--- config.mk ---
export PLATFORM = sky130hd
export DESIGN_NAME = dram_fifo_ctrl_flat
export DESIGN_NICKNAME = d
export VERILOG_FILES = /design/src/rtl/dram_fifo_ctrl_if.sv /design/src/rtl/dram_fifo_ctrl.sv /design/src/flat_wrapper.sv
export SDC_FILE = /design/constraint.sdc
export NUM_CORES = 1
export LEC_CHECK = 0
export ABC_CLOCK_PERIOD_IN_PS = 8400
export BUFFER_PORTS_ARGS = -buffer_cell sky130_fd_sc_hd__buf_2
export CAP_MARGIN = 25
export CORE_UTILIZATION = 46
export DETAILED_ROUTE_END_ITERATION = 7
export HOLD_SLACK_MARGIN = 0.1
export PLACE_DENSITY = 0.87
export SYNTH_ARGS = -nofsm -noshare
export SYNTH_HDL_FRONTEND = slang
export SYNTH_SLANG_ARGS = --single-unit
export TNS_END_PERCENT = 10
--- constraint.sdc ---
create_clock -name bus_clk -period 8.4 [get_ports bus_clk]
set_clock_uncertainty 0.1 [all_clocks]
set_input_delay 0 -clock bus_clk [delete_from_list [all_inputs] [get_ports bus_clk]]
set_output_delay 0 -clock bus_clk [all_outputs]
set_load 0.005 [all_outputs]
--- src/rtl/dram_fifo_ctrl_if.sv ---
// Bus bundle for dram_fifo_ctrl: upstream CHDR input, FIFO input side,
// FIFO output tap (monitor only) and the settings-bus write port.
// The controller uses the master modport; its environment uses slave.
interface dram_fifo_ctrl_if;
   // upstream CHDR stream
   logic [63:0] i_tdata;
   logic        i_tlast;
   logic        i_tvalid;
   logic        i_tready;
   // stream into the DRAM FIFO
   logic [63:0] f_tdata;
   logic        f_tlast;
   logic        f_tvalid;
   logic        f_tready;
   // FIFO output tap, observed only
   logic        o_tlast;
   logic        o_tvalid;
   logic        o_tready;
   // settings bus write port
   logic        set_stb;
   logic [7:0]  set_addr;
   logic [31:0] set_data;

   modport master (
      input  i_tdata, i_tlast, i_tvalid,
      output i_tready,
      output f_tdata, f_tlast, f_tvalid,
      input  f_tready,
      input  o_tlast, o_tvalid, o_tready,
      output set_stb, set_addr, set_data
   );

   modport slave (
      output i_tdata, i_tlast, i_tvalid,
      input  i_tready,
      input  f_tdata, f_tlast, f_tvalid,
      output f_tready,
      output o_tlast, o_tvalid, o_tready,
      input  set_stb, set_addr, set_data
   );
endinterface

--- src/rtl/dram_fifo_ctrl.sv ---
// dram_fifo_ctrl: bring-up and flow controller in front of a DRAM FIFO.
// Waits for DRAM calibration, clears the FIFO over the settings bus,
// gates upstream CHDR traffic on packet boundaries and tracks how many
// packets are resident in the FIFO.
// Optional statistics (packet in/out counters, clear counter and a
// readback port) are built when DRAM_FIFO_CTRL_STATS_EN is defined.
// CLEAR_CYCLES must be at least 2.
module dram_fifo_ctrl #(
   parameter int SR_FIFO_CTRL  = 1,
   parameter int TIMEOUT       = 280,
   parameter int CLEAR_CYCLES  = 200,
   parameter int SETTLE_CYCLES = 200,
   parameter int CNT_W         = 16,
   parameter int HWM           = 64
) (
   input  logic             bus_clk,
   input  logic             bus_rst,
   input  logic             calib_complete,
   input  logic             soft_clear,
   dram_fifo_ctrl_if.master bus,
   output logic             fifo_ready,
   output logic             busy,
   output logic [CNT_W-1:0] pkt_cnt,
   output logic             almost_full
`ifdef DRAM_FIFO_CTRL_STATS_EN
   ,
   input  logic [1:0]       stats_sel,
   output logic [31:0]      stats_rb
`endif
);

   localparam int CYC_MAX = (CLEAR_CYCLES > SETTLE_CYCLES) ? CLEAR_CYCLES : SETTLE_CYCLES;
   localparam int CYC_W   = $clog2(CYC_MAX + 1);

   // The CLR_ON cycle plus the hold cycles span CLEAR_CYCLES, so the two
   // control writes land exactly CLEAR_CYCLES apart.
   localparam logic [CYC_W-1:0] HOLD_LAST   = CYC_W'(CLEAR_CYCLES - 2);
   localparam logic [CYC_W-1:0] SETTLE_LAST = CYC_W'(SETTLE_CYCLES - 1);
   localparam logic [7:0]       CTRL_ADDR   = 8'(SR_FIFO_CTRL);
   localparam logic [11:0]      TIMEOUT_F   = 12'(TIMEOUT);
   localparam logic [CNT_W-1:0] HWM_C       = CNT_W'(HWM);
   localparam logic [CNT_W-1:0] CNT_MAX     = '1;

   typedef enum logic [2:0] {
      ST_WAIT_CALIB,
      ST_CLR_ON,
      ST_CLR_HOLD,
      ST_CLR_OFF,
      ST_SETTLE,
      ST_RUN,
      ST_DRAIN
   } state_t;

   function automatic logic [31:0] ctrl_word(input logic clr);
      return {16'h0, TIMEOUT_F, 2'b00, 1'b0, clr};
   endfunction

   logic [1:0]       calib_sync_q;
   logic             calib_s;
   state_t           state_q, state_d;
   logic [CYC_W-1:0] cyc_q, cyc_d;
   logic             lost_q, lost_d;
   logic             in_pkt_q, in_pkt_d;
   logic             set_stb_q, set_stb_d;
   logic [7:0]       set_addr_q, set_addr_d;
   logic [31:0]      set_data_q, set_data_d;
   logic [CNT_W-1:0] pkt_cnt_q, pkt_cnt_d;
   logic             almost_full_q;
   logic             pass_en;
   logic             in_acc;
   logic             inc;
   logic             dec;

   // two-flop synchronizer for the calibration flag
   always_ff @(posedge bus_clk) begin
      if (bus_rst) begin
         calib_sync_q <= 2'b00;
      end else begin
         calib_sync_q <= {calib_sync_q[0], calib_complete};
      end
   end

   assign calib_s = calib_sync_q[1];

   // state, counters and settings-bus registers
   always_ff @(posedge bus_clk) begin
      if (bus_rst) begin
         state_q    <= ST_WAIT_CALIB;
         cyc_q      <= '0;
         lost_q     <= 1'b0;
         set_stb_q  <= 1'b0;
         set_addr_q <= '0;
         set_data_q <= '0;
      end else begin
         state_q    <= state_d;
         cyc_q      <= cyc_d;
         lost_q     <= lost_d;
         set_stb_q  <= set_stb_d;
         set_addr_q <= set_addr_d;
         set_data_q <= set_data_d;
      end
   end

   // next state, wait counter and settings writes
   always_comb begin
      state_d    = state_q;
      cyc_d      = '0;
      lost_d     = lost_q;
      set_stb_d  = 1'b0;
      set_addr_d = set_addr_q;
      set_data_d = set_data_q;
      case (state_q)
         ST_WAIT_CALIB: begin
            if (calib_s) begin
               state_d = ST_CLR_ON;
            end
         end
         ST_CLR_ON: begin
            set_stb_d  = 1'b1;
            set_addr_d = CTRL_ADDR;
            set_data_d = ctrl_word(1'b1);
            state_d    = ST_CLR_HOLD;
         end
         ST_CLR_HOLD: begin
            cyc_d = cyc_q + 1'b1;
            if (cyc_q == HOLD_LAST) begin
               cyc_d   = '0;
               state_d = ST_CLR_OFF;
            end
         end
         ST_CLR_OFF: begin
            set_stb_d  = 1'b1;
            set_addr_d = CTRL_ADDR;
            set_data_d = ctrl_word(1'b0);
            state_d    = ST_SETTLE;
         end
         ST_SETTLE: begin
            cyc_d = cyc_q + 1'b1;
            if (cyc_q == SETTLE_LAST) begin
               cyc_d   = '0;
               state_d = ST_RUN;
            end
         end
         ST_RUN: begin
            // losing calibration wins over a soft clear: the FIFO must not
            // be re-cleared until the DRAM is back
            if (!calib_s) begin
               lost_d  = 1'b1;
               state_d = ST_DRAIN;
            end else if (soft_clear) begin
               state_d = ST_DRAIN;
            end
         end
         ST_DRAIN: begin
            if (!in_pkt_q) begin
               lost_d  = 1'b0;
               state_d = (lost_q || !calib_s) ? ST_WAIT_CALIB : ST_CLR_ON;
            end else if (!calib_s) begin
               lost_d = 1'b1;
            end
         end
         default: begin
            state_d = ST_WAIT_CALIB;
         end
      endcase
   end

   // Pass-through is open in RUN, and stays open while a packet is in
   // flight so a started packet is always delivered whole.
   assign pass_en      = (state_q == ST_RUN) || in_pkt_q;
   assign bus.f_tdata  = bus.i_tdata;
   assign bus.f_tlast  = bus.i_tlast;
   assign bus.f_tvalid = bus.i_tvalid & pass_en;
   assign bus.i_tready = bus.f_tready & pass_en;

   assign in_acc = bus.i_tvalid & bus.i_tready;

   // packet-boundary tracker on the upstream side
   always_comb begin
      in_pkt_d = in_pkt_q;
      if (in_acc) begin
         in_pkt_d = ~bus.i_tlast;
      end
   end

   assign inc = bus.f_tvalid & bus.f_tready & bus.f_tlast;
   assign dec = bus.o_tvalid & bus.o_tready & bus.o_tlast;

   // saturating packet occupancy, forced to zero while the FIFO is cleared
   always_comb begin
      pkt_cnt_d = pkt_cnt_q;
      if (state_q == ST_CLR_HOLD) begin
         pkt_cnt_d = '0;
      end else if (inc && !dec && (pkt_cnt_q != CNT_MAX)) begin
         pkt_cnt_d = pkt_cnt_q + 1'b1;
      end else if (dec && !inc && (pkt_cnt_q != '0)) begin
         pkt_cnt_d = pkt_cnt_q - 1'b1;
      end
   end

   // occupancy, packet tracker and high-watermark flag
   always_ff @(posedge bus_clk) begin
      if (bus_rst) begin
         in_pkt_q      <= 1'b0;
         pkt_cnt_q     <= '0;
         almost_full_q <= 1'b0;
      end else begin
         in_pkt_q      <= in_pkt_d;
         pkt_cnt_q     <= pkt_cnt_d;
         almost_full_q <= (pkt_cnt_q >= HWM_C);
      end
   end

   assign bus.set_stb  = set_stb_q;
   assign bus.set_addr = set_addr_q;
   assign bus.set_data = set_data_q;
   assign fifo_ready   = (state_q == ST_RUN);
   assign busy         = (state_q != ST_RUN);
   assign pkt_cnt      = pkt_cnt_q;
   assign almost_full  = almost_full_q;

`ifdef DRAM_FIFO_CTRL_STATS_EN
   logic [31:0] pkts_in_q;
   logic [31:0] pkts_out_q;
   logic [15:0] clear_count_q;

   // free-running statistics; only bus_rst clears them
   always_ff @(posedge bus_clk) begin
      if (bus_rst) begin
         pkts_in_q     <= '0;
         pkts_out_q    <= '0;
         clear_count_q <= '0;
      end else begin
         if (inc) begin
            pkts_in_q <= pkts_in_q + 1'b1;
         end
         if (dec) begin
            pkts_out_q <= pkts_out_q + 1'b1;
         end
         // CLR_ON lasts exactly one cycle, so this counts entries
         if (state_q == ST_CLR_ON) begin
            clear_count_q <= clear_count_q + 1'b1;
         end
      end
   end

   // readback mux: 0 packets in, 1 packets out, 2 clear count
   always_comb begin
      stats_rb = '0;
      case (stats_sel)
         2'd0:    stats_rb = pkts_in_q;
         2'd1:    stats_rb = pkts_out_q;
         2'd2:    stats_rb = {16'h0, clear_count_q};
         default: stats_rb = '0;
      endcase
   end
`endif

endmodule

--- src/flat_wrapper.sv ---
// flat-port wrapper written by rule: the top's interface ports become plain ports
module dram_fifo_ctrl_flat 
#(
   parameter int SR_FIFO_CTRL  = 1,
   parameter int TIMEOUT       = 280,
   parameter int CLEAR_CYCLES  = 200,
   parameter int SETTLE_CYCLES = 200,
   parameter int CNT_W         = 16,
   parameter int HWM           = 64
)
  (bus_clk, bus_rst, calib_complete, soft_clear, fifo_ready, busy, pkt_cnt, almost_full, bus_i_tdata, bus_i_tlast, bus_i_tvalid, bus_i_tready, bus_f_tdata, bus_f_tlast, bus_f_tvalid, bus_f_tready, bus_o_tlast, bus_o_tvalid, bus_o_tready, bus_set_stb, bus_set_addr, bus_set_data);
  dram_fifo_ctrl_if bus_i ();
  input  logic bus_clk;
  input  logic bus_rst;
  input  logic calib_complete;
  input  logic soft_clear;
  output logic fifo_ready;
  output logic busy;
  output logic [CNT_W-1:0] pkt_cnt;
  output logic almost_full;
  input wire logic [$bits(bus_i.i_tdata)-1:0] bus_i_tdata;
  input wire logic [$bits(bus_i.i_tlast)-1:0] bus_i_tlast;
  input wire logic [$bits(bus_i.i_tvalid)-1:0] bus_i_tvalid;
  output wire logic [$bits(bus_i.i_tready)-1:0] bus_i_tready;
  output wire logic [$bits(bus_i.f_tdata)-1:0] bus_f_tdata;
  output wire logic [$bits(bus_i.f_tlast)-1:0] bus_f_tlast;
  output wire logic [$bits(bus_i.f_tvalid)-1:0] bus_f_tvalid;
  input wire logic [$bits(bus_i.f_tready)-1:0] bus_f_tready;
  input wire logic [$bits(bus_i.o_tlast)-1:0] bus_o_tlast;
  input wire logic [$bits(bus_i.o_tvalid)-1:0] bus_o_tvalid;
  input wire logic [$bits(bus_i.o_tready)-1:0] bus_o_tready;
  output wire logic [$bits(bus_i.set_stb)-1:0] bus_set_stb;
  output wire logic [$bits(bus_i.set_addr)-1:0] bus_set_addr;
  output wire logic [$bits(bus_i.set_data)-1:0] bus_set_data;
  assign bus_i.i_tdata = bus_i_tdata;
  assign bus_i.i_tlast = bus_i_tlast;
  assign bus_i.i_tvalid = bus_i_tvalid;
  assign bus_i_tready = bus_i.i_tready;
  assign bus_f_tdata = bus_i.f_tdata;
  assign bus_f_tlast = bus_i.f_tlast;
  assign bus_f_tvalid = bus_i.f_tvalid;
  assign bus_i.f_tready = bus_f_tready;
  assign bus_i.o_tlast = bus_o_tlast;
  assign bus_i.o_tvalid = bus_o_tvalid;
  assign bus_i.o_tready = bus_o_tready;
  assign bus_set_stb = bus_i.set_stb;
  assign bus_set_addr = bus_i.set_addr;
  assign bus_set_data = bus_i.set_data;
  dram_fifo_ctrl #(.SR_FIFO_CTRL(SR_FIFO_CTRL), .TIMEOUT(TIMEOUT), .CLEAR_CYCLES(CLEAR_CYCLES), .SETTLE_CYCLES(SETTLE_CYCLES), .CNT_W(CNT_W), .HWM(HWM)) u_core (.bus_clk(bus_clk), .bus_rst(bus_rst), .calib_complete(calib_complete), .soft_clear(soft_clear), .bus(bus_i), .fifo_ready(fifo_ready), .busy(busy), .pkt_cnt(pkt_cnt), .almost_full(almost_full));
endmodule
# ---- After elaboration in Yosys (flattened, before gate mapping)
# Index checks and enable logic that the tools add are counted.
dict set report op_classes {
  mux 18
  add_sub_neg 3
  n_reduce_logical 17
  magnitude_cmp 1
  bitwise_logic 8
  n_eq_ne 15
}
# operator n
set op_table {}
lappend op_table {{$pmux W32 S2} 1}
lappend op_table {{$mux W16} 2}
lappend op_table {{$pmux W3 S7} 1}
lappend op_table {{$mux W3} 6}
lappend op_table {{$add A16 B1 Y16 const B} 1}
lappend op_table {{$eq A8 B8 Y1 const B} 2}
lappend op_table {{$ge A16 B7 Y1 const B} 1}
lappend op_table {{$mux W8} 2}
lappend op_table {{$ne A16 B16 Y1 const B} 1}
lappend op_table {{$pmux W8 S2} 1}
lappend op_table {{$reduce_bool A16 Y1} 1}
lappend op_table {{$sub A16 B1 Y16 const B} 1}
lappend op_table {{$eq A3 B3 Y1 const B} 3}
lappend op_table {{$add A8 B1 Y8 const B} 1}
lappend op_table {{$and A1 B1 Y1} 7}
lappend op_table {{$eq A3 B2 Y1 const B} 2}
lappend op_table {{$ne A2 B1 Y1 const B} 3}
lappend op_table {{$ne A3 B3 Y1 const B} 2}
lappend op_table {{$reduce_bool A2 Y1} 3}
lappend op_table {{$reduce_and A5 Y1} 1}
lappend op_table {{$logic_and A1 B1 Y1} 4}
lappend op_table {{$mux W1} 4}
lappend op_table {{$reduce_or A2 Y1} 2}
lappend op_table {{$eq A3 B1 Y1 const B} 1}
lappend op_table {{6 further kinds} 9}
dict set report totals {
  regBits 66
  in_bits 74
  output_inout_bits 127
}

# ---- Logic depth before layout (Yosys ltp)
# Gate-level depths: netlist of run 1.
dict set report depth {
  ltp_word 10
  depth_mapped 14
}

# ---- Least setup slack after synthesis of run 1
# OpenSTA, ideal clock, no wires.
dict set report synth_timing {
  path_kind {register -> register}
  start {register u_core.state_q[2]}
  end {register u_core.pkt_cnt_q[15] (netlist: u_core.pkt_cnt[15])}
  required_time_ns 8.180
  synth_period_minus_slack_ns 2.948
  arrival_time_ns 2.728
  path_slack_ns 5.452
  path_stages_with_launch 14
  n_path_buf 1
  setup_time_ns 0.120
  path_cell_list {dfxtp_1 -> buf_6 -> nor2b_4 -> nand2_2 -> inv_2 -> o21bai_1 -> nand3b_2 -> ha_1 -> o211ai_1 -> o211ai_1 -> nand2_1 -> o31ai_1 -> a21oi_1 -> a211o_1}
}
dict set report synth_via {
  elab_chain_cells 9
  elab_cells_between_ends 14
}
# item line
set synth_lines {}
lappend synth_lines {{start, declared} dram_fifo_ctrl.sv:60} ;# state_t state_q, state_d;
lappend synth_lines {{start signal, assigned} dram_fifo_ctrl.sv:95} ;# state_q <= state_d;
lappend synth_lines {{$eq A3 B3 Y1 *} --}
lappend synth_lines {{net fifo_ready} flat_wrapper.sv:17} ;# output logic fifo_ready;
lappend synth_lines {{$logic_or A1 B1 Y1 *} dram_fifo_ctrl.sv:170} ;# assign pass_en = (state_q == ST_RUN) || in_pkt_q;
lappend synth_lines {{$and A1 B1 Y1 *} dram_fifo_ctrl.sv:173} ;# assign bus.f_tvalid = bus.i_tvalid & pass_en;
lappend synth_lines {{$and A1 B1 Y1 * (2 in series)} dram_fifo_ctrl.sv:186} ;# assign inc = bus.f_tvalid & bus.f_tready & bus.f_tlast;
lappend synth_lines {{$logic_not A1 Y1} dram_fifo_ctrl.sv:196} ;# end else if (dec && !inc && (pkt_cnt_q != '0)) begin
lappend synth_lines {{$logic_and A1 B1 Y1 (2 in series)} dram_fifo_ctrl.sv:196}
lappend synth_lines {{$reduce_bool A2 Y1 (no line)} --}
lappend synth_lines {{end signal, assigned} dram_fifo_ctrl.sv:209} ;# pkt_cnt_q <= pkt_cnt_d;
lappend synth_lines {{end, declared} dram_fifo_ctrl.sv:67} ;# logic [CNT_W-1:0] pkt_cnt_q, pkt_cnt_d;
# Mark *: on every way through the listed nets, which the timed path passes. The rest lies on a longest branch.
# A chain may end at the register's enable or synchronous reset.

# ---- Worst setup path in the final report of run 1
dict set report layout_timing {
  start {register u_core.state_q[2]}
  end {register u_core.pkt_cnt_q[15] (netlist: u_core.pkt_cnt[15])}
}
dict set report layout_via {
  elab_chain_cells 9
  elab_cells_between_ends 14
}
# item line
set layout_lines {}
lappend layout_lines {{$eq A3 B3 Y1} dram_fifo_ctrl.sv:170}
lappend layout_lines {{$logic_or A1 B1 Y1} dram_fifo_ctrl.sv:170}
lappend layout_lines {{$and A1 B1 Y1} dram_fifo_ctrl.sv:173}
lappend layout_lines {{$and A1 B1 Y1 (2 in series)} dram_fifo_ctrl.sv:186}
lappend layout_lines {{$logic_not A1 Y1} dram_fifo_ctrl.sv:196}
lappend layout_lines {{$logic_and A1 B1 Y1 (2 in series)} dram_fifo_ctrl.sv:196}
lappend layout_lines {{$reduce_bool A2 Y1 (no line)} --}
# Several ways; a longest one is shown, not always the timed one.

==> results of run 1 <==
==> registers in the layout (all words and copies together) (netlist names) <==
signal and flops:
u_core.in_pkt_q 1, u_core.state_q 3, u_core.bus.set_data 2, u_core.almost_full 1
u_core.cyc_q 8, u_core.lost_q 1, u_core.calib_sync_q 2, u_core.pkt_cnt 16
u_core.bus.set_stb 1
==> power by group through the flow <==
stage	Combinational [W]	Sequential, W	Clock [W]
floorplan	0.000641	0.000237	0
global placement	0.000734	0.000244	0
detailed placement	0.000750	0.000247	0
CTS	0.000795	0.000243	0.000165
global route	0.000896	0.000250	0.000174
finish	0.000808	0.000245	0.000162
==> layer usage <==
layer  global-route usage (%)  vias up
met2                    33.83      138
li1                         -     1215
met4                    6.426        0
met1                    22.19     1194
met5                        0        -
met3                    5.567       20
==> cell families (layout without fill, tap and decap cells) <==
family | Yosys count | after routing | share of synthesized area [%]
buffers and inverters | 126 | 126 | 29.23
multiplexers | 8 | 8 | 2.665
other | 1 | 35 | 0.1248
XOR/XNOR | 17 | 17 | 4.954
AND/OR/NAND/NOR | 102 | 102 | 17.49
adder cells (fa/ha/maj) | 17 | 17 | 7.327
flip-flops | 35 | 35 | 23.31
AO/OA/AOI/OAI | 69 | 69 | 14.90
==> worst max-delay path by stage <==
stage | to | slack (ns) | start | depth (start not counted)
after floorplan | u_core.pkt_cnt[15] | 5.45 | u_core.state_q[2] | 13
after global placement | u_core.pkt_cnt[15] | 5.00 | u_core.state_q[2] | 12
after detailed placement | u_core.pkt_cnt[15] | 4.90 | u_core.state_q[2] | 12
after CTS | u_core.pkt_cnt[15] | 4.89 | u_core.state_q[2] | 12
after global routing | u_core.pkt_cnt[15] | 4.54 | u_core.state_q[2] | 12
final | u_core.pkt_cnt[15] | 4.78 | u_core.state_q[2] | 12
==> layout make-up <==
type | instances | area (µm²)
Inverter | 11 | 41.29
Timing Repair Buffer | 107 | 885.9
Sequential cell | 35 | 700.7
Clock buffer | 6 | 82.58
Fill cell | 587 | 2918
Clock inverter | 2 | 35.03
Multi-Input combinational cell | 248 | 1554
Tap cell | 77 | 96.34
==> worst max-delay path: cells and delay by family (launching register included) <==
kind,cells,cell delay [ns]
adder cells (fa/ha/maj),1,0.54
AO/OA/AOI/OAI,6,1.29
AND/OR/NAND/NOR,4,1.01
flip-flops,1,0.48
buffers and inverters,1,0.09
==> through the flow <==
step / setup slack, ns / total power (W) / area [µm²] / cells
after global placement: 5.002 / 0.0009781 / 2577 / 408
final: 4.775 / 0.001214 / 3396 / 486
after floorplan: 5.452 / 0.0008783 / 3133 / 409
after detailed placement: 4.905 / 0.0009973 / 2577 / 408
after CTS: 4.885 / 0.001203 / 3396 / 486
after global routing: 4.537 / 0.001320 / 3396 / 486
==> timing repair <==
action,CTS,global route
endpoints found under the hold margin,76,0
hold buffers,70,0
setup endpoints to repair,0,0
==> cell usage after synthesis (all sizes together), types with 2 or more instances <==
library cell  number
a21boi             2
mux2i              8
o21ai             10
nand3b             2
buf              106
nand2b             4
o221ai             2
o21bai             2
a21oi             25
nand4              9
or4                4
xor2               5
clkbuf             9
and3               3
a22oi              2
nand3              9
dfxtp             35
nand2             20
o211ai             6
nor2b              7
xnor2             12
nor2              32
ha                16
o31ai              2
o22ai              5
nor4               3
a21o               5
inv               11
a211oi             2
a31oi              2
nor3               5
==> key figures, run 1 <==
Power
  – Clock power frac: 13.3%
  – Switch share: 45.18%
  – Leak: 1.542 nW
  – P_int: 0.0006656 W
  – VDD IR max: 350.7 µV
  – Share of power burned in registers: 20.2%
  – Logic pwr share: 66.5%
  – Cell Pwr Density: 357.5 nW/µm²
  – Net switching power: 0.0005486 W

Logic synthesis
  – Top cells by area in the synthesized netlist: buf_4 26%, dfxtp_1 23%, ha_1 6.7%, a21oi_1 4.2%, nor2_1 4.0%
  – Warnings, synthesis: 0
  – Post-synthesis area per instance: 8.014 µm²
  – Post-Syn Instances: 375
  – Yosys top cell by area: buf_4
  – #FFs+latches synth: 35
  – Yosys cell types: 50
  – Post-Syn Area: 3005 µm²
  – Async set-reset flop share out of synthesis: 0%
  – Share of the synthesized area in the top cell type: 25.98%
  – Ys flop type: dfxtp_1
  – EDFF count, synth: 0
  – Register area share after synthesis: 23.31%

GRT
  – Largest net degree at the start of global routing: 20
  – Vias in the first global route: 2,346
  – First-pass GRT wire length: 10,760 µm
  – Initial antenna violation count: 0
  – Overall global routing resource usage: 19.22%
  – Gr ovfl total: 0

STA
  – Worst slew pin tran: 0.7077 ns
  – Fin crit share: 43.15%
  – Setup Total Neg Slack: 0 ns
  – WHS: 0.1341 ns
  – Final Slew Violations: 0
  – RSZ-0062 raised after global routing: no
  – Final number of hold-violating endpoints: 0
  – Final setup violating endpoints: 0
  – Fmax: 275.9 MHz
  – Final min period: 3.625 ns
  – Max transition margin: 52.82%

Run status
  – Outcome: finished clean

Layout
  – Layout cells sized above 1: 13.69%
  – Final net count: 499
  – Layout area overhead: 12.99%
  – ANT cells: 0
  – Final core utilization: 53.79%
  – Most frequent cells in the layout: 70 x dlygate4sd3_1, 37 x buf_2, 35 x conb_1, 35 x dfxtp_1, 32 x nor2_1
  – Most common cell after layout, fill and taps aside: dlygate4sd3_1

Clock network
  – # clock sinks: 35
  – CTS tree: yes
  – H-tree Lvls: 2
  – CTS Buffer Depth: 2
  – Post-CTS setup buffers: 0
  – Worst-Skew Late Latency: 0.30 ns
  – TritonCTS buffer count: 5
  – CTS resizes: 0
  – Clock Pin Slew Worst Setup and Hold Paths: 0.07 ns
  – Clock root cell: clkbuf_8

Placed design
  – Hpwl dp: 4477 µm
  – Final GP Congestion: 1.026
  – Count of input and output buffers: 37

Drt
  – Via count: 2,567
  – Via density per instance: 5.282
  – Metal2 WL: 3438 µm
  – Top layer in use: met4
  – ANT nets after route: 0
  – WL met1: 2671 µm
  – Detailed Routing Iterations Pass 1: 4
  – # DRC: 0
  – DRT iter0 DRCs: 139
  – Met3 wire length: 517 µm
  – Final wirelength: 6749 µm
  – WL per Instance: 13.89 µm

Floorplan
  – Chip width: 82.83 µm
  – Core Region: 6314 µm²
  – Chip Height: 82.83 µm
  – IO Pins: 201
  – Initial core utilization: 47.60%
  – Std cell rows: 29
  – Die ar.: 6861 µm²

Critical path
  – Critical Path RT: 8.50 ns
  – CP endpoint kind: flip-flop
  – Reg-to-reg endpoint: u_core.pkt_cnt[15]
  – CP Launch Type: flip-flop
  – Slowest-stage cell, CP: ha_1
  – Critical path cell sequence: nor2b_4 -> nand2_2 -> inv_2 -> o21bai_1 -> nand3b_2 -> ha_1 -> o211ai_1 -> o211ai_1 -> nand2_1 -> o31ai_1 -> a21oi_1 -> a211o_1
  – CP peak stage delay: 0.54 ns
  – R2r setup slk: 4.78 ns
  – Worst path arrival time: 3.72 ns
  – FF-to-FF Start: u_core.state_q[2]
  – Critical path type: flip-flop to flip-flop
  – CP max FO: 19
  – Worst R2R Path Depth: 12
  – Most numerous cell on the critical path: o211ai_1

Hold path
  – Tightest Hold Check Type: input pin to output pin
  – WHS Endpoint: bus_f_tlast
  – Hold Crit Start: bus_i_tlast
  – WHS Path Cells: 2

Flow run
  – Max-Cap Viols: 0
No activity file was read; power rests on OpenSTA's default activity.
==> inputs of run 2 (changes only) <==
Settings changed: ABC_CLOCK_PERIOD_IN_PS 8400 to 3200, CORE_UTILIZATION 46 to 39, PLACE_DENSITY 0.87 to 0.79.
Clock period 8.4 ns to 3.2 ns, I/O delays scaled along.
==> run 2 against run 1 <==
Compared with the run above: final cell count rose by 8.2%; maximum frequency rose by 19%; critical path depth is 2 lower; sequential power grew 150%; register-to-register slack worse by 4.6 ns; non-clock buffer count up 18; power grew to 2.8 times the previous value; global-route usage is 2.6 points lower; die area is 17% higher; final area is 5.6% higher; sequential cell count unchanged; routed wire length grew 4.2%; critical path type unchanged; critical endpoint unchanged.
==> key figures, run 2 (synthesized netlist as in run 1, its figures left out) <==
Run status
  – Outcome: finished clean

Critical path
  – R2r setup slk: 0.14 ns (-4.63 ns)
  – Critical Path RT: 3.29 ns (-5.21 ns)
  – Worst path arrival time: 3.14 ns (-0.58 ns)
  – CP Launch Type: flip-flop
  – FF-to-FF Start: u_core.pkt_cnt[8]
  – Reg-to-reg endpoint: u_core.pkt_cnt[15]
  – Critical path type: flip-flop to flip-flop
  – CP endpoint kind: flip-flop
  – Worst R2R Path Depth: 10 (-2)
  – CP max FO: 11 (-8)

Layout
  – Layout cells sized above 1: 18.50% (+4.8 points)
  – Post-route cell area: 3586 µm² (+5.6%)
  – ANT cells: 0 (unchanged)
  – Final net count: 517 (+3.6%)
  – Most frequent cells in the layout: 72 x dlygate4sd3_1, 37 x buf_2, 35 x conb_1
  – Most common cell after layout, fill and taps aside: dlygate4sd3_1
  – Max reg flops: 16 (unchanged)
  – Layout area overhead: 19.32%

STA
  – Fin crit share: 95.48% (+52 points)
  – Fmax: 327.3 MHz (+19%)
  – Final setup margin: 0.1447 ns (-4.630 ns)
  – Max transition margin: 52.74% (-0.072 points)
  – Worst slew pin tran: 0.7088 ns (+0.001089 ns)
  – Final number of hold-violating endpoints: 0 (unchanged)
  – Final min period: 3.055 ns (-0.5697 ns)
  – Final setup violating endpoints: 0 (unchanged)
  – Final Slew Violations: 0 (unchanged)

Clock network
  – Clock Pin Slew Worst Setup and Hold Paths: 0.08 ns (about the same)
  – CTS Buffer Depth: 2 (unchanged)
  – Clock root cell: clkbuf_8
  – Post-CTS setup buffers: 0 (unchanged)
  – H-tree Lvls: 2 (unchanged)
  – CTS tree: yes
  – Worst-Skew Late Latency: 0.30 ns (about the same)
  – TritonCTS buffer count: 5 (unchanged)
  – # clock sinks: 35 (unchanged)

GRT
  – Vias in the first global route: 2,349 (+0.13%)
  – Gr ovfl total: 0 (unchanged)
  – First-pass GRT wire length: 10,980 µm (+2.0%)
  – Initial antenna violation count: 0 (unchanged)
  – Overall global routing resource usage: 16.61% (-2.6 points)
  – Largest net degree at the start of global routing: 19 (-5.0%)

Power
  – Final Power: 0.003410 W (+180%)
  – Leak: 1.639 nW (+6.3%)
  – VDD IR max: 784.8 µV (+120%)
  – Cell Pwr Density: 950.9 nW/µm² (+170%)

Placed design
  – Count of input and output buffers: 37 (unchanged)
  – Hpwl dp: 4616 µm (+3.1%)
  – Final GP Congestion: 1.089 (+6.2%)
  – Setup WS pre-CTS: 0.03195 ns (-4.873 ns)
  – Dpl cell area: 2725 µm² (+5.7%)

Floorplan
  – Die ar.: 8061 µm² (+17%)
  – IO Pins: 201 (unchanged)
  – Chip width: 89.79 µm (+8.4%)
  – Std cell rows: 31 (+6.9%)
  – Chip Height: 89.79 µm (+8.4%)
  – Initial core utilization: 40.78% (-6.8 points)
  – Core Region: 7370 µm² (+17%)

Hold path
  – Hold Crit Start: bus_i_tvalid
  – WHS Endpoint: u_core.pkt_cnt[10]
  – WHS Path Cells: 5 (+3)
  – Tightest Hold Check Type: input pin to flip-flop

Drt
  – # DRC: 0 (unchanged)
  – Via density per instance: 5.034 (-4.7%)
  – DRT iter0 DRCs: 93 (-33%)
  – WL per Instance: 13.37 µm (-3.7%)
  – Detailed Routing Iterations Pass 1: 5 (+1)
  – ANT nets after route: 0 (unchanged)
  – Via count: 2,648 (+3.2%)
  – Final wirelength: 7034 µm (+4.2%)

Flow run
  – Max-Cap Viols: 0 (unchanged)
==> run 2: changes by cell type in the layout (fill, tap and decap cells not counted), moves of 2 or more <==
cell and change:
buf_4 +16, dfxtp_1 -3, a21oi_1 -2, dfxtp_2 +3, dlygate4sd3_1 +2, a21oi_2 +2
==> run 2: per-stage QoR <==
stage	instances	setup TNS, ns	utilization (%)	hold WS, ns
after global placement	446	0	36.98	-0.09997
after global routing	526	-0.0009925	48.66	0.2590
final	526	0	48.66	0.1923
after floorplan	409	0	-	-0.02839
after detailed placement	446	0	36.98	-0.09997
after CTS	526	0	48.35	0.1969
==> run 2: worst max-delay path by stage <==
stage / slack, ns / from / endpoint / cells after the start
after global placement: 0.11 / u_core.pkt_cnt[9] / u_core.pkt_cnt[15] / 10
final: 0.14 / u_core.pkt_cnt[8] / u_core.pkt_cnt[15] / 10
after global routing: -0.001 / u_core.pkt_cnt[8] / u_core.pkt_cnt[14] / 10
after detailed placement: 0.03 / u_core.pkt_cnt[8] / u_core.pkt_cnt[15] / 10
after floorplan: 0.25 / u_core.state_q[2] / u_core.pkt_cnt[15] / 13
after CTS: 0.04 / u_core.pkt_cnt[8] / u_core.pkt_cnt[14] / 10
==> run 2: worst max-delay path, stage by stage (launching register included) <==
cell and delay, ns:
dfxtp_2 0.37, nand4_1 0.13, or4_1 0.60, nand3b_4 0.19
ha_1 0.25, o211ai_1 0.15, o211ai_1 0.27, nand2_1 0.15
o31ai_2 0.36, a21oi_1 0.08, a211o_1 0.29
==> run 2: area by class of cell <==
| class | instances | area [µm²] |
|---|---|---|
| clock buffer | 5 | 68.82 |
| clock inverter | 3 | 43.79 |
| fill | 724 | 3784 |
| inverter | 11 | 41.29 |
| multi-input combinational | 248 | 1578 |
| sequential | 35 | 704.4 |
| tap | 99 | 123.9 |
| timing repair buffer | 125 | 1026 |
==> run 2: power by group <==
| part | total [W] | internal (W) | switching [W] |
|---|---|---|---|
| Sequential | 0.000605 | 0.000526 | 0.0000787 |
| Combinational | 0.00239 | 0.00113 | 0.00125 |
| Clock | 0.000419 | 0.000232 | 0.000186 |
==> run 2: what timing repair did <==
item / 4_1_cts / 5_1_grt
resized for setup: 1 / 8
hold buffers: 72 / 0
pin swaps: 0 / 1
endpoints found under the hold margin: 77 / 0
setup endpoints to repair: 1 / 8
==> run 2: metal layers <==
layer	routed length, µm	up-vias	GRT usage (%)
li1	-	1252	-
met1	2773	1238	19.83
met2	3611	147	28.91
met3	546	11	3.130
met4	103	0	7.240
met5	0	-	0
==> inputs of run 3 (changes only) <==
Settings changed: ABC_CLOCK_PERIOD_IN_PS 3200 to 2900, CORE_UTILIZATION 39 to 43, PLACE_DENSITY 0.79 to 0.82.
Clock period 3.2 ns to 2.9 ns, I/O delays scaled along.
==> run 3 against run 2 <==
Compared with the run above: non-clock buffer count up 24; via count up 3.5%; worst hold slack better by 0.031 ns; global-route usage up 1.4 points; sequential share of layout area down 1.4 points; critical path type unchanged; combinational power up 36%; setup slack worse by 0.11 ns; critical endpoint unchanged; die area down 9.1%.
==> key figures, run 3 (synthesized netlist as in run 1, its figures left out) <==
Floorplan
  – Std cell rows: 30 (-3.2%)
  – Initial core utilization: 44.48% (+3.7 points)
  – Die ar.: 7327 µm² (-9.1%)
  – IO Pins: 201 (unchanged)
  – Core Region: 6756 µm² (-8.3%)
  – Chip Height: 85.60 µm (-4.7%)
  – Chip width: 85.60 µm (-4.7%)

Clock network
  – # clock sinks: 35 (unchanged)
  – Worst-Skew Late Latency: 0.29 ns (about the same)
  – CTS tree: yes
  – CTS Buffer Depth: 2 (unchanged)
  – TritonCTS buffer count: 5 (unchanged)
  – Clock Pin Slew Worst Setup and Hold Paths: 0.07 ns (about the same)
  – H-tree Lvls: 2 (unchanged)
  – Clock root cell: clkbuf_8

STA
  – Fmax: 349.5 MHz (+6.8%)
  – RSZ-0062 raised after global routing: yes
  – Max transition margin: 56.62% (+3.9 points)
  – Worst slew pin tran: 0.6508 ns (-0.05807 ns)
  – Final min period: 2.861 ns (-0.1940 ns)
  – Final Slew Violations: 0 (unchanged)
  – Final number of hold-violating endpoints: 0 (unchanged)
  – Final setup violating endpoints: 0 (unchanged)
  – Fin crit share: 98.67% (+3.2 points)

Drt
  – Via count: 2,740 (+3.5%)
  – WL per Instance: 13.41 µm (+0.27%)
  – Via density per instance: 5.160 (+2.5%)
  – DRT iter0 DRCs: 74 (-20%)
  – Final wirelength: 7120 µm (+1.2%)
  – Detailed Routing Iterations Pass 1: 4 (-1)
  – ANT nets after route: 0 (unchanged)
  – # DRC: 0 (unchanged)

Power
  – Clock power frac: 8.3% (-4.0 points)
  – Leak: 1.771 nW (+8.1%)
  – Cell Pwr Density: 1095 nW/µm² (+15%)
  – VDD IR max: 1190 µV (+52%)
  – Logic pwr share: 76.9% (+6.9 points)
  – Switch share: 43.90% (-0.63 points)
  – Final Power: 0.004211 W (+24%)
  – Share of power burned in registers: 14.8% (-2.9 points)
  – Net switching power: 0.001849 W (+22%)
  – P_int: 0.002363 W (+25%)

Placed design
  – Final GP Congestion: 0.9524 (-13%)
  – Dpl cell area: 2860 µm² (+5.0%)
  – Cells after DPL: 447 (+0.22%)
  – Hpwl dp: 4877 µm (+5.7%)
  – Count of input and output buffers: 37 (unchanged)

Hold path
  – Tightest Hold Check Type: input pin to flip-flop

Layout
  – Register Area: 703.2 µm² (-0.18%)
  – Post-route cell area: 3845 µm² (+7.2%)
  – Max reg flops: 16 (unchanged)
  – # fillers: 622 (-14%)
  – Final core utilization: 56.91% (+8.2 points)
  – Non-filler instance count after layout: 531 (+0.95%)
  – Layout cells sized above 1: 25.94% (+7.4 points)
  – Most common cell after layout, fill and taps aside: dlygate4sd3_1
  – Layout area overhead: 27.94%
  – ANT cells: 0 (unchanged)
  – Final net count: 541 (+4.6%)
  – Multi-input gate area: 1693 µm² (+7.3%)
  – Most frequent cells in the layout: 72 x dlygate4sd3_1, 38 x buf_4, 37 x buf_2

Critical path
  – CP peak stage delay: 0.55 ns (-0.05 ns)
  – CP endpoint kind: flip-flop
  – Critical path type: flip-flop to flip-flop
  – CP Launch Type: flip-flop
  – CP delay by family, top: simple AND/OR/NAND/NOR gates
  – Critical Path RT: 2.99 ns (-0.30 ns)
  – Slowest-stage cell, CP: or4_4
  – Worst Path Buf+Inv: 1 (+1)
  – Worst path arrival time: 2.95 ns (-0.19 ns)
  – Critical path cell sequence: nand4_1 -> or4_4 -> nand3b_4 -> buf_12 -> ha_2 -> a21oi_2 -> o21ai_0 -> a21oi_1 -> o31ai_4 -> and4_1 -> a211o_1
  – CP max FO: 10 (-1)

GRT
  – Largest net degree at the start of global routing: 19 (unchanged)
  – Vias in the first global route: 2,395 (+2.0%)
  – First-pass GRT wire length: 10,830 µm (-1.4%)
  – Initial antenna violation count: 0 (unchanged)
  – Overall global routing resource usage: 18.02% (+1.4 points)
  – Gr ovfl total: 0 (unchanged)

Flow run
  – Max-Cap Viols: 0 (unchanged)

Run status
  – Outcome: finished clean
[run 3: changes by cell type in the layout (fill, tap and decap cells not counted), sizes merged]
cell      previous run  this run
buf                 53        77
bufinv               1         0
clkbuf               5         6
clkinv               2         1
clkinvlp             0         1
[run 3: final timing paths]
kind / start / endpoint / slack, ns / cells past startpoint
worst max-delay path: u_core.pkt_cnt[8] / u_core.pkt_cnt[15] / 0.04 / 11
worst min-delay path: bus_i_tvalid / u_core.pkt_cnt[10] / 0.22 / 5
worst max register to register: u_core.pkt_cnt[8] / u_core.pkt_cnt[15] / 0.04 / 11
worst min register to register: u_core.calib_sync_q[0] / u_core.calib_sync_q[1] / 0.36 / 1
[run 3: timing repair]
action,4_1_cts,5_1_grt
resized for setup,5,28
buffers inserted,0,4
endpoints found under the setup margin,3,8
hold buffers,72,0
hold endpoints to repair,77,0
pin swaps,0,13
[run 3: worst register-to-register path, stage by stage, from the launching register on]
cell      delay (ns)
dfxtp_1         0.35
nand4_1         0.10
or4_4           0.55
nand3b_4        0.15
buf_12          0.15
ha_2            0.31
a21oi_2         0.18
o21ai_0         0.11
a21oi_1         0.22
o31ai_4         0.12
and4_1          0.21
a211o_1         0.22
[run 3: layer usage]
layer	vias to the layer above	wire length [µm]	GRT usage [%]
li1	1304	-	-
met1	1272	2892	22.41
met2	153	3619	32.65
met3	11	499	2.887
met4	0	108	3.939
met5	-	0	0
[run 3: layout make-up]
class                           instances  share of cell area (%)
Inverter                               11                   1.074
Sequential cell                        35                   18.29
Multi-Input combinational cell        248                   44.03
Tap cell                               80                   2.603
Timing Repair Buffer                  149                   31.79
Clock inverter                          2                  0.3254
Clock buffer                            6                   1.887
[run 3: per-stage QoR]
| step | hold WS [ns] | worst slack, ns | setup TNS, ns |
|---|---|---|---|
| 2_1_floorplan | -0.02839 | 0.04732 | 0 |
| 3_5_place_dp | -0.09997 | -0.1767 | -0.2777 |
| 4_1_cts | 0.2208 | 0.004744 | 0 |
| 3_3_place_gp | -0.09997 | -0.09071 | -0.1516 |
| 6_report | 0.2235 | 0.03866 | 0 |
| 5_1_grt | 0.2892 | -0.05377 | -0.1858 |
[run 3: power groups by stage]
stage / sequential (W) / combinational (W) / clock, W
4_1_cts: 0.000621 / 0.00275 / 0.000356
3_5_place_dp: 0.000632 / 0.00260 / 0
3_3_place_gp: 0.000626 / 0.00254 / 0
6_report: 0.000623 / 0.00324 / 0.000351
5_1_grt: 0.000634 / 0.00352 / 0.000376
2_1_floorplan: 0.000686 / 0.00186 / 0
